[config.mk]
export PLATFORM = sky130hd
export DESIGN_NAME = imem_loader
export DESIGN_NICKNAME = d
export VERILOG_FILES = /design/src/rtl/imem_loader.sv
export SDC_FILE = /design/constraint.sdc
export NUM_CORES = 1
export LEC_CHECK = 0
export BUFFER_PORTS_ARGS = -buffer_cell sky130_fd_sc_hd__buf_2
export CORE_MARGIN = 2
export CORE_UTILIZATION = 33
export DETAILED_ROUTE_END_ITERATION = 7
export GPL_TIMING_DRIVEN = 0
export SETUP_SLACK_MARGIN = 0.2
export SLEW_MARGIN = 25
export SYNTH_ARGS = -nofsm -noshare
export SYNTH_HDL_FRONTEND = slang
export SYNTH_SLANG_ARGS = --single-unit
[constraint.sdc]
create_clock -name CLK -period 4.5 [get_ports CLK]
set_clock_uncertainty 0.05 [all_clocks]
set_input_delay 0 -clock CLK [delete_from_list [all_inputs] [get_ports CLK]]
set_output_delay 0 -clock CLK [all_outputs]
set_load 0.005 [all_outputs]
[src/rtl/imem_loader.sv]
// imem_loader: boot-time writer for the instruction memory.
// Takes a byte stream over a valid/ready handshake and builds big-endian 32-bit words.
// The stream is: header word N, then N payload words, then an XOR checksum word.
// Payload words are written to byte addresses 0,4,8,...
// The processor is held in reset until the image is loaded and the checksum matches.
// Ports:
//   CLK, Reset     clock (rising edge), asynchronous active-low reset
//   Start          1-cycle restart pulse, honoured only in DONE or ERR
//   Byte_Valid/Byte_Data/Byte_Ready   byte stream handshake (transfer = Valid & Ready)
//   IM_WE/IM_A/IM_WD                  instruction memory write port
//   Cpu_Hold       1 = keep the processor in reset
//   Done, Error    load finished and verified / length overflow or checksum mismatch
module imem_loader #(
    parameter int unsigned DATA_WIDTH = 32,
    parameter int unsigned ADDR_WIDTH = 32,
    parameter int unsigned MEM_DEPTH  = 256
) (
    input  logic                  CLK,
    input  logic                  Reset,
    input  logic                  Start,
    input  logic                  Byte_Valid,
    input  logic [7:0]            Byte_Data,
    output logic                  Byte_Ready,
    output logic                  IM_WE,
    output logic [ADDR_WIDTH-1:0] IM_A,
    output logic [DATA_WIDTH-1:0] IM_WD,
    output logic                  Cpu_Hold,
    output logic                  Done,
    output logic                  Error
);

    // word_idx and N must both be able to hold MEM_DEPTH itself
    localparam int unsigned IdxW = $clog2(MEM_DEPTH + 1);

    typedef enum logic [2:0] {StHdr, StData, StWr, StCsum, StDone, StErr} state_e;

    state_e                state_q, state_d;
    logic [1:0]            byte_cnt_q, byte_cnt_d;
    logic [DATA_WIDTH-9:0] shreg_q, shreg_d;
    logic [IdxW-1:0]       n_q, n_d;
    logic [IdxW-1:0]       idx_q, idx_d;
    logic [DATA_WIDTH-1:0] csum_q, csum_d;
    logic [DATA_WIDTH-1:0] wd_q, wd_d;
    logic [ADDR_WIDTH-1:0] a_q, a_d;
    // Keeps Byte_Ready low until the first clock after reset release
    logic                  ready_en_q;

    logic                  xfer;
    logic                  word_done;
    logic [DATA_WIDTH-1:0] word;

    assign xfer      = Byte_Valid & Byte_Ready;
    assign word_done = xfer && (byte_cnt_q == 2'd3);
    assign word      = {shreg_q, Byte_Data};

    always_ff @(posedge CLK or negedge Reset) begin
        if (!Reset) begin
            state_q    <= StHdr;
            byte_cnt_q <= 2'd0;
            shreg_q    <= '0;
            n_q        <= '0;
            idx_q      <= '0;
            csum_q     <= '0;
            wd_q       <= '0;
            a_q        <= '0;
            ready_en_q <= 1'b0;
        end else begin
            state_q    <= state_d;
            byte_cnt_q <= byte_cnt_d;
            shreg_q    <= shreg_d;
            n_q        <= n_d;
            idx_q      <= idx_d;
            csum_q     <= csum_d;
            wd_q       <= wd_d;
            a_q        <= a_d;
            ready_en_q <= 1'b1;
        end
    end

    always_comb begin
        state_d    = state_q;
        byte_cnt_d = byte_cnt_q;
        shreg_d    = shreg_q;
        n_d        = n_q;
        idx_d      = idx_q;
        csum_d     = csum_q;
        wd_d       = wd_q;
        a_d        = a_q;

        // Partial words survive stalls: only a real transfer moves the assembler
        if (xfer) begin
            byte_cnt_d = byte_cnt_q + 2'd1;
            shreg_d    = word[DATA_WIDTH-9:0];
        end

        unique case (state_q)
            StHdr: begin
                if (word_done) begin
                    if (word > DATA_WIDTH'(MEM_DEPTH)) begin
                        state_d = StErr;
                    end else begin
                        n_d     = IdxW'(word);
                        state_d = (word == '0) ? StCsum : StData;
                    end
                end
            end
            StData: begin
                if (word_done) begin
                    wd_d    = word;
                    a_d     = ADDR_WIDTH'(idx_q) << 2;
                    state_d = StWr;
                end
            end
            StWr: begin
                csum_d  = csum_q ^ wd_q;
                idx_d   = idx_q + IdxW'(1);
                state_d = (idx_d == n_q) ? StCsum : StData;
            end
            StCsum: begin
                if (word_done) begin
                    state_d = (word == csum_q) ? StDone : StErr;
                end
            end
            StDone, StErr: begin
                if (Start) begin
                    state_d    = StHdr;
                    byte_cnt_d = 2'd0;
                    idx_d      = '0;
                    csum_d     = '0;
                end
            end
            default: state_d = StHdr;
        endcase
    end

    always_comb begin
        Byte_Ready = ready_en_q &&
                     ((state_q == StHdr) || (state_q == StData) || (state_q == StCsum));
        IM_WE      = (state_q == StWr);
        IM_A       = a_q;
        IM_WD      = wd_q;
        Cpu_Hold   = (state_q != StDone);
        Done       = (state_q == StDone);
        Error      = (state_q == StErr);
    end

endmodule
==> results.json, run 1 <==
{
  "drt_iter0_markers": 197,
  "synth-edff-count": 0,
  "grt_pass1_vias": 3944,
  "syn_to_final_growth_pct": 24.8,
  "r2r_cells": 5,
  "status": "completed",
  "maxCapViolCount": 0,
  "grt_pass1_wl_um": 21700,
  "final_common_cell": "dfrtp_1",
  "cts_buffer_depth": 2,
  "placementRows": 48,
  "first_pass_iters": 4,
  "layout_common_cells": "dfrtp_1 (121), mux2_2 (72), xor2_1 (70)",
  "avgSynthCellArea_sq_um": 11.7,
  "place_congestion": 0.792,
  "core-area_sq_um": 17100,
  "final_nets": 616,
  "min_period_over_period_pct": 49.6,
  "worstSetupPathType": "flip-flop to flip-flop",
  "numClockSinks": 121,
  "cts_tree": "yes",
  "min_period_ps": 2230,
  "synth-seq-cells": 121,
  "dieArea_sq_um": 18400,
  "cp_data_arrival_time_ps": 2470,
  "start_kind": "flip-flop",
  "clk_pin_slew_ps": 50,
  "die-width_um": 136,
  "async_flop_share_pct": 100,
  "instances_no_fill": 838,
  "drt_wl_total_um": 13400,
  "cts-root-buf": "clkbuf_16",
  "placed_cell_area_sq_um": 6410,
  "p_leak_nw": 3.22,
  "max_freq_ghz": 0.448,
  "whs_ps": 67.9,
  "ir_drop_mv": 0.266,
  "relSlewSlack_pct": 61.2,
  "required_ps": 4740,
  "via_count": 3920,
  "grt_use_total_pct": 15.6,
  "tightestPinTransition_ps": 582,
  "finalMaxSlewViolations": 0,
  "route.detailed.drc": 0,
  "diodes": 0,
  "design_area_sq_um": 7140,
  "critPathCaptureType": "flip-flop",
  "synthFlopType": "dfrtp_1",
  "tns_ps": 0,
  "hold_class": "input pin to async pin",
  "syn_area_sq_um": 5720,
  "grt_remaining_overflow": 0,
  "syn_inst": 491,
  "dp.cells": 796,
  "port_buffers": 57,
  "hpwl_um": 9440,
  "io_pins": 81,
  "antenna_found_initial": 0,
  "htree_levels": 4,
  "ys_types": 46,
  "post_drt_wl_per_cell_um": 16.0,
  "ys_seq_area_share_pct": 52.9,
  "die_h_um": 136,
  "drive_above_1_share_pct": 32.5,
  "setup-violations-final": 0,
  "hold_viol_final": 0,
  "grt_max_degree": 91,
  "routed_via_density": 4.68,
  "worstSkewPairLatency_ps": 420,
  "yosysWarnings": 0,
  "numCtsBuffers": 17,
  "antenna_left": 0,
  "start_util_pct": 33.4,
  "rsz0062_at_grt": "no",
  "worst_slack_ps": 2270,
  "path_max_fanout": 9,
  "dpl_worst_slack_ps": 2280,
  "power.density_nw_per_um2": 660
}
[cell type report]
type / count / area, sq um
plain buffers: 41 / 264
clock buffers: 23 / 488
clock inverters: 7 / 116
fillers: 1644 / 9970
inverters: 7 / 26.3
multi-input cells: 344 / 2490
flip-flops and latches: 121 / 3030
well taps: 225 / 282
repair buffers: 70 / 453
[report_power, final]
group          switching (mW)  leakage (nW)  internal (mW)
clock                   0.464         0.295          0.921
sequential              0.462          1.47           1.55
combinational           0.623          1.46          0.693
[what timing repair did]
item	CTS	global route
endpoints found under the hold margin	148	0
hold buffers	12	0
resized for setup	0	0
buffers inserted	0	0
[cells in the mapped netlist, types with 2 or more instances]
cell type  instances  area (sq um)
dfrtp_1          121          3030
mux2_2            72           811
xor2_1            70           613
nand2_1           45           169
nor2_1            43           161
buf_4             27           203
nor4_1            16           100
a21oi_1            8          40.0
xnor2_1            8          70.1
buf_2              7          35.0
clkbuf_1           7          26.3
o21ai_0            7          35.0
nand3_1            6          30.0
nand4_1            6          37.5
inv_1              4          15.0
and3_1             3          18.8
clkinv_1           3          11.3
o41ai_1            3          26.3
conb_1             2          7.51
ha_1               2          25.0
mux2_1             2          22.5
nand2b_1           2          12.5
nor2b_1            2          12.5
o21ai_1            2          10.0
o22ai_1            2          12.5
[path summary, 6_finish.rpt]
path                                  to  slack (ps)        start
max                               n_q[3]        2270  shreg_q[12]
min                              IM_A[8]          70        Reset
max reg2reg                       n_q[3]        2270  shreg_q[12]
min reg2reg                      IM_A[4]         450      IM_A[4]
max in group asynchronous      IM_WD[31]        3890        Reset
min in group CLK           byte_cnt_q[1]         390   Byte_Valid
[sequential cells by signal (all words and copies together) (netlist names)]
| signal | flops |
|---|---|
| IM_A | 9 |
| IM_WD | 32 |
| byte_cnt_q | 2 |
| csum_q | 32 |
| idx_q | 9 |
| n_q | 9 |
| ready_en_q | 1 |
| shreg_q | 24 |
| state_q | 3 |
[cell families (layout without fill, tap and decap cells)]
group / after synthesis / count (layout) / share of synthesized area (%)
AND/OR/NAND/NOR: 134 / 134 / 11.2
flip-flops: 121 / 121 / 52.9
XOR/XNOR: 78 / 78 / 11.9
multiplexers: 74 / 74 / 14.6
buffers and inverters: 48 / 148 / 5.07
AO/OA/AOI/OAI: 32 / 32 / 3.76
adder cells (fa/ha/maj): 2 / 2 / 0.437
other: 2 / 24 / 0.131
[worst max-delay path, cell delays in order (launching register included)]
cell and delay [ps]:
dfrtp_1 450, nor4_1 430, nand4_1 230, a211oi_2 350, nand4_4 260, mux2_2 340
[metal layers]
layer,vias to the layer above,share of wire (%),global-route usage [%]
met3,17,4.0,3.37
li1,1863,-,-
met1,1934,45,20.2
met2,106,49,26.1
met4,0,1.6,5.21
met5,-,0,0
[through the flow]
| step | util, % | power (mW) |
|---|---|---|
| 2_1_floorplan | - | 2.80 |
| 3_3_place_gp | 37.2 | 3.29 |
| 3_5_place_dp | 37.4 | 3.35 |
| 4_1_cts | 41.7 | 4.76 |
| 5_1_grt | 41.7 | 5.02 |
| 6_report | 41.7 | 4.72 |
Power figures use the tool's default switching activity.
==> run 2, diff against run 1 <==
==> constraint.sdc (replaced) <==
create_clock -name CLK -period 2.2 [get_ports CLK]
set_clock_uncertainty 0.05 [all_clocks]
set_input_delay 0 -clock CLK [delete_from_list [all_inputs] [get_ports CLK]]
set_output_delay 0 -clock CLK [all_outputs]
set_load 0.005 [all_outputs]
==> results.json, run 2 (synthesis gave the netlist of run 1 again) <==
{
  "final_nets": 631,
  "dieArea_sq_um": 18400,
  "tns_ps": 0,
  "post_drt_wl_per_cell_um": 16.2,
  "r2r-start": "shreg_q[18]",
  "first_pass_iters": 4,
  "design_area_sq_um": 7390,
  "drt_iter0_markers": 165,
  "start_kind": "flip-flop",
  "via_count": 4031,
  "port_buffers": 57,
  "post-route-util_pct": 43.2,
  "min_period_over_period_pct": 89.2,
  "grt_pass1_vias": 4036,
  "hpwl_um": 9440,
  "multi_input_area_sq_um": 2600,
  "pwr-share-clk_pct": 28.5,
  "rsz0062_at_grt": "yes",
  "die_h_um": 136,
  "grt_pass1_wl_um": 22100,
  "pwr-share-seq_pct": 41.8,
  "numClockSinks": 121,
  "r2r_cells": 6,
  "grt_use_total_pct": 16.0,
  "cts-root-buf": "clkbuf_16",
  "io_pins": 81,
  "worstSkewPairLatency_ps": 420,
  "drt_wl_total_um": 13800,
  "layout_common_cells": "dfrtp_1 (116), mux2_2 (72), xor2_1 (70)",
  "power.density_nw_per_um2": 1350,
  "antenna_found_initial": 0,
  "grt_max_degree": 91,
  "setup-violations-final": 0,
  "grt_remaining_overflow": 0,
  "p_leak_nw": 3.33,
  "fillers": 1615,
  "p_sw_share_pct": 33.4,
  "seq_area_sq_um": 3030,
  "path_max_fanout": 5,
  "diodes": 0,
  "worstSetupPathType": "flip-flop to flip-flop",
  "cts_tree": "yes",
  "route.detailed.drc": 0,
  "hold_class": "input pin to async pin",
  "ir_drop_mv": 0.516,
  "max_freq_ghz": 0.510,
  "switchingPower_mw": 3.32,
  "p_int_mw": 6.62,
  "drive_above_1_share_pct": 37.7,
  "r2r_slack_ps": 240,
  "cp_data_arrival_time_ps": 2200,
  "placed_cell_area_sq_um": 6410,
  "required_ps": 2440,
  "status": "completed",
  "maxCapViolCount": 0,
  "final_common_cell": "dfrtp_1",
  "core-area_sq_um": 17100,
  "placementRows": 48,
  "numCtsBuffers": 17,
  "place_congestion": 0.792,
  "htree_levels": 4,
  "hold_viol_final": 0,
  "regToRegEndpoint": "n_q[3]",
  "syn_to_final_growth_pct": 29.1,
  "clk_pin_slew_ps": 50,
  "finalMaxSlewViolations": 0,
  "routed_via_density": 4.73,
  "start_util_pct": 33.4,
  "antenna_left": 0,
  "min_period_ps": 1960,
  "die-width_um": 136,
  "cts_buffer_depth": 2,
  "critPathCaptureType": "flip-flop",
  "combPwrFrac_pct": 29.7
}
[run 2: changes by cell type in the layout (fill, tap and decap cells not counted), sizes merged]
cell / before / now
buf: 93 / 107
nand4: 7 / 8
[run 2: per-layer routing]
layer  vias to the layer above  GRT usage [%]  share of wire [%]
li1                       1900              -                  -
met1                      1999           20.8                 45
met2                       116           26.5                 49
met3                        16           3.37                4.4
met4                         0           5.32                1.4
met5                         -              0                  0
[run 2: worst max path at each step]
stage / start / end / slack [ps] / depth (start not counted)
after floorplan: idx_q[0] / state_q[1] / 320 / 7
after global placement: Reset / IM_WD[27] / -400 / 1
after detailed placement: shreg_q[12] / n_q[3] / -20 / 5
after CTS: shreg_q[22] / n_q[3] / 170 / 6
after global routing: shreg_q[3] / n_q[3] / 140 / 6
final: shreg_q[18] / n_q[3] / 240 / 6
[run 2: power groups by stage]
stage | sequential (mW) | clock (mW) | combinational [mW]
after floorplan | 3.93 | 0 | 1.79
after global placement | 4.12 | 0 | 2.62
after detailed placement | 4.16 | 0 | 2.68
after CTS | 4.11 | 2.87 | 2.90
after global routing | 4.29 | 2.97 | 3.28
final | 4.15 | 2.83 | 2.95
[run 2: per-stage QoR]
stage	setup slack (ps)	power [mW]	instances	hold WS, ps
after floorplan	317	5.72	513	-346
after CTS	165	9.89	850	69.0
after detailed placement	-18.9	6.84	796	-171
after global routing	142	10.5	853	77.4
final	238	9.94	853	68.2
after global placement	-398	6.73	795	251
[run 2: repair_timing]
action,in CTS,in global routing
buffers inserted,11,3
gates cloned,1,0
endpoints found under the hold margin,148,0
endpoints found under the setup margin,81,32
gates resized for setup,19,15
hold buffers,12,0
pin swaps,7,8
[run 2: cell type report]
class | instances | share of cell area [%]
inverters | 7 | 0.407
flip-flops and latches | 121 | 41.1
multi-input cells | 345 | 35.2
clock inverters | 7 | 1.58
repair buffers | 84 | 7.61
plain buffers | 41 | 3.73
well taps | 225 | 3.81
clock buffers | 23 | 6.61
[run 2: worst max-delay path: stages (launching register included)]
cell      delay, ps
dfrtp_2         420
nor4_4          310
nand4_1         230
a211oi_4        220
buf_6           160
nand4_4         130
mux2_2          310
==> run 3, diff against run 2 <==
--- a/config.mk
+++ b/config.mk
@@ -5,11 +5,13 @@
 export SDC_FILE = /design/constraint.sdc
 export NUM_CORES = 1
 export LEC_CHECK = 0
+export ABC_AREA = 1
 export BUFFER_PORTS_ARGS = -buffer_cell sky130_fd_sc_hd__buf_2
 export CORE_MARGIN = 2
-export CORE_UTILIZATION = 33
+export CORE_UTILIZATION = 62
 export DETAILED_ROUTE_END_ITERATION = 7
 export GPL_TIMING_DRIVEN = 0
+export PLACE_DENSITY = 0.85
 export SETUP_SLACK_MARGIN = 0.2
 export SLEW_MARGIN = 25
 export SYNTH_ARGS = -nofsm -noshare
==> constraint.sdc (replaced) <==
create_clock -name CLK -period 2.4 [get_ports CLK]
set_clock_uncertainty 0.05 [all_clocks]
set_input_delay 0 -clock CLK [delete_from_list [all_inputs] [get_ports CLK]]
set_output_delay 0 -clock CLK [all_outputs]
set_load 0.005 [all_outputs]
==> results.json, run 3 <==
{
  "diodes": 0,
  "final_nets": 835,
  "die-width_um": 101,
  "power.density_nw_per_um2": 1250,
  "critPathCaptureType": "flip-flop",
  "regToRegEndpoint": "csum_q[7]",
  "dp.cells": 897,
  "tightestPinTransition_ps": 597,
  "drive_above_1_share_pct": 16.5,
  "syn_area_sq_um": 5810,
  "hpwl_um": 11700,
  "drt_wl_total_um": 17700,
  "via_count": 5705,
  "p_leak_nw": 3.56,
  "maxCapViolCount": 0,
  "synth-edff-count": 0,
  "violations": "design-rule violations",
  "start_kind": "flip-flop",
  "synth_xor_area_share_pct": 1.81,
  "synth_top_family_by_area": "simple AND/OR/NAND/NOR gates",
  "die_h_um": 101,
  "antenna_found_initial": 0,
  "r2r_slack_ps": 230,
  "rsz0062_at_grt": "yes",
  "htree_levels": 4,
  "critPathCapture": "csum_q[7]",
  "cts-root-buf": "clkbuf_8",
  "syn_to_final_growth_pct": 22.9,
  "yosys.area.top_type": "dfrtp_1",
  "relSlewSlack_pct": 60.2,
  "r2r_cells": 11,
  "synth.top_cell.area_share_pct": 52.1,
  "port_buffers": 57,
  "synthMuxAreaShare_pct": 0,
  "finalMaxSlewViolations": 0,
  "first_pass_iters": 8,
  "place_congestion": 0.978,
  "status": "complete, but fails checks",
  "cts_buffer_depth": 2,
  "hold_viol_final": 0,
  "start_util_pct": 63.5,
  "path_max_fanout": 10,
  "antenna_left": 0,
  "layout_common_cells": "nand2_1 (171), dfrtp_1 (121), inv_1 (80)",
  "drt_iter0_markers": 565,
  "syn_inst": 706,
  "numCtsBuffers": 17,
  "yosysWarnings": 0,
  "ys_types": 32,
  "route.detailed.drc": 1,
  "setup-violations-final": 0,
  "grt_remaining_overflow": 0,
  "avgSynthCellArea_sq_um": 8.24,
  "core-area_sq_um": 9150,
  "crit_start": "state_q[0]",
  "post-route-util_pct": 78.1,
  "synthSimpleGateAreaFrac_pct": 21.6,
  "placementRows": 35,
  "worstSetupPathType": "flip-flop to flip-flop",
  "grt_max_degree": 79,
  "synth_compound_area_share_pct": 13.8,
  "grt_pass1_vias": 5383,
  "required_ps": 2740,
  "worstSkewPairLatency_ps": 530,
  "synth_fa_ha_area_share_pct": 0.430,
  "synth-seq-cells": 121,
  "min_period_ps": 2170,
  "synth.area.top_cells": "dfrtp_1 (52%), nand2_1 (11%), o21ai_0 (6.4%), inv_1 (5.2%), buf_4 (3.5%)",
  "synth_most_common_cell": "nand2_1",
  "post_drt_wl_per_cell_um": 18.7,
  "numClockSinks": 121,
  "synth_common_cells": "nand2_1 (171), dfrtp_1 (121), inv_1 (81)",
  "async_flop_share_pct": 100,
  "grt_use_total_pct": 36.3,
  "synthFlopType": "dfrtp_1",
  "hold_class": "input pin to flip-flop",
  "ir_drop_mv": 0.660,
  "ys_seq_area_share_pct": 52.1,
  "cts_tree": "yes",
  "min_period_over_period_pct": 90.3,
  "clk_pin_slew_ps": 60,
  "cp_data_arrival_time_ps": 2510,
  "r2r-start": "state_q[0]",
  "instances_no_fill": 945,
  "routed_via_density": 6.04,
  "dieArea_sq_um": 10200,
  "whs_ps": 237,
  "grt_pass1_wl_um": 27800,
  "max_freq_ghz": 0.461,
  "io_pins": 81,
  "final_common_cell": "nand2_1"
}
==> run 3: cell count changes in the layout (fill, tap and decap cells not counted), sizes merged, moves of 12 or more <==
cell   change
a21oi     +29
buf       -15
inv       +81
mux2      -74
nand2    +127
nor3      +22
nor4      -12
o21ai     +91
o22ai     +13
xor2      -65
==> run 3: repair_timing <==
item,in CTS,in global routing
resized for setup,2,8
setup buffers,2,1
endpoints found under the hold margin,153,0
hold buffers,13,0
endpoints found under the setup margin,21,47
pin swaps,1,0
==> run 3: logic make-up after synthesis <==
| group | count (synthesis) |
|---|---|
| compound gates | 154 |
| xor+xnor | 12 |
| fa+ha+maj | 2 |
| buf+inv | 129 |
| flops | 121 |
| other cells | 2 |
| simple gates | 286 |
==> run 3: stage by stage <==
step | TNS (ps) | setup WS, ps | cell area (sq um) | power [mW]
global placement | -19730 | -172 | 6320 | 5.91
global route | 0 | 165 | 7150 | 9.34
finish | 0 | 233 | 7150 | 8.90
floorplan | 0 | 695 | 5900 | 4.98
detailed placement | 0 | 118 | 6350 | 6.05
CTS | 0 | 138 | 7120 | 8.76
==> run 3: area by class of cell <==
class	instances	area [sq um]
flip-flops and latches	121	3030
multi-input cells	478	2290
fillers	608	2010
repair buffers	74	482
clock buffers	20	435
inverters	85	319
plain buffers	44	279
clock inverters	12	174
well taps	111	139
==> run 3: critical path, cell delays in order (launching register included) <==
cell and delay, ps:
dfrtp_1 430, inv_2 130, nand2_1 110, a21oi_2 190, inv_2 70, nor2_4 160
nor2_2 100, inv_2 150, buf_4 210, nand2_1 120, o21ai_1 220, a21oi_1 100
==> run 3: metal layers <==
layer | vias to the layer above | GRT usage [%] | part of all wire [%]
met5 | - | 0 | 0
met3 | 89 | 9.15 | 10
met4 | 0 | 16.4 | 4.2
met1 | 2716 | 45.7 | 37
li1 | 2507 | - | -
met2 | 393 | 59.5 | 49
==> run 3: power breakdown <==
group | internal, mW | total, mW | switching, mW
registers | 2.80 | 3.51 | 0.710
logic | 1.01 | 2.74 | 1.72
clock network | 1.71 | 2.65 | 0.941
==> run 3: worst min-delay path by stage <==
| stage | endpoint | slack, ps | startpoint | depth (start not counted) |
|---|---|---|---|---|
| after global routing | shreg_q[2] | 250 | Byte_Data[2] | 4 |
| after CTS | shreg_q[2] | 230 | Byte_Data[2] | 4 |
| after floorplan | IM_A[10] | -350 | Reset | 0 |
| after global placement | shreg_q[1] | 210 | Byte_Data[1] | 3 |
| final | shreg_q[1] | 240 | Byte_Data[1] | 4 |
| after detailed placement | csum_q[28] | -100 | Reset | 1 |
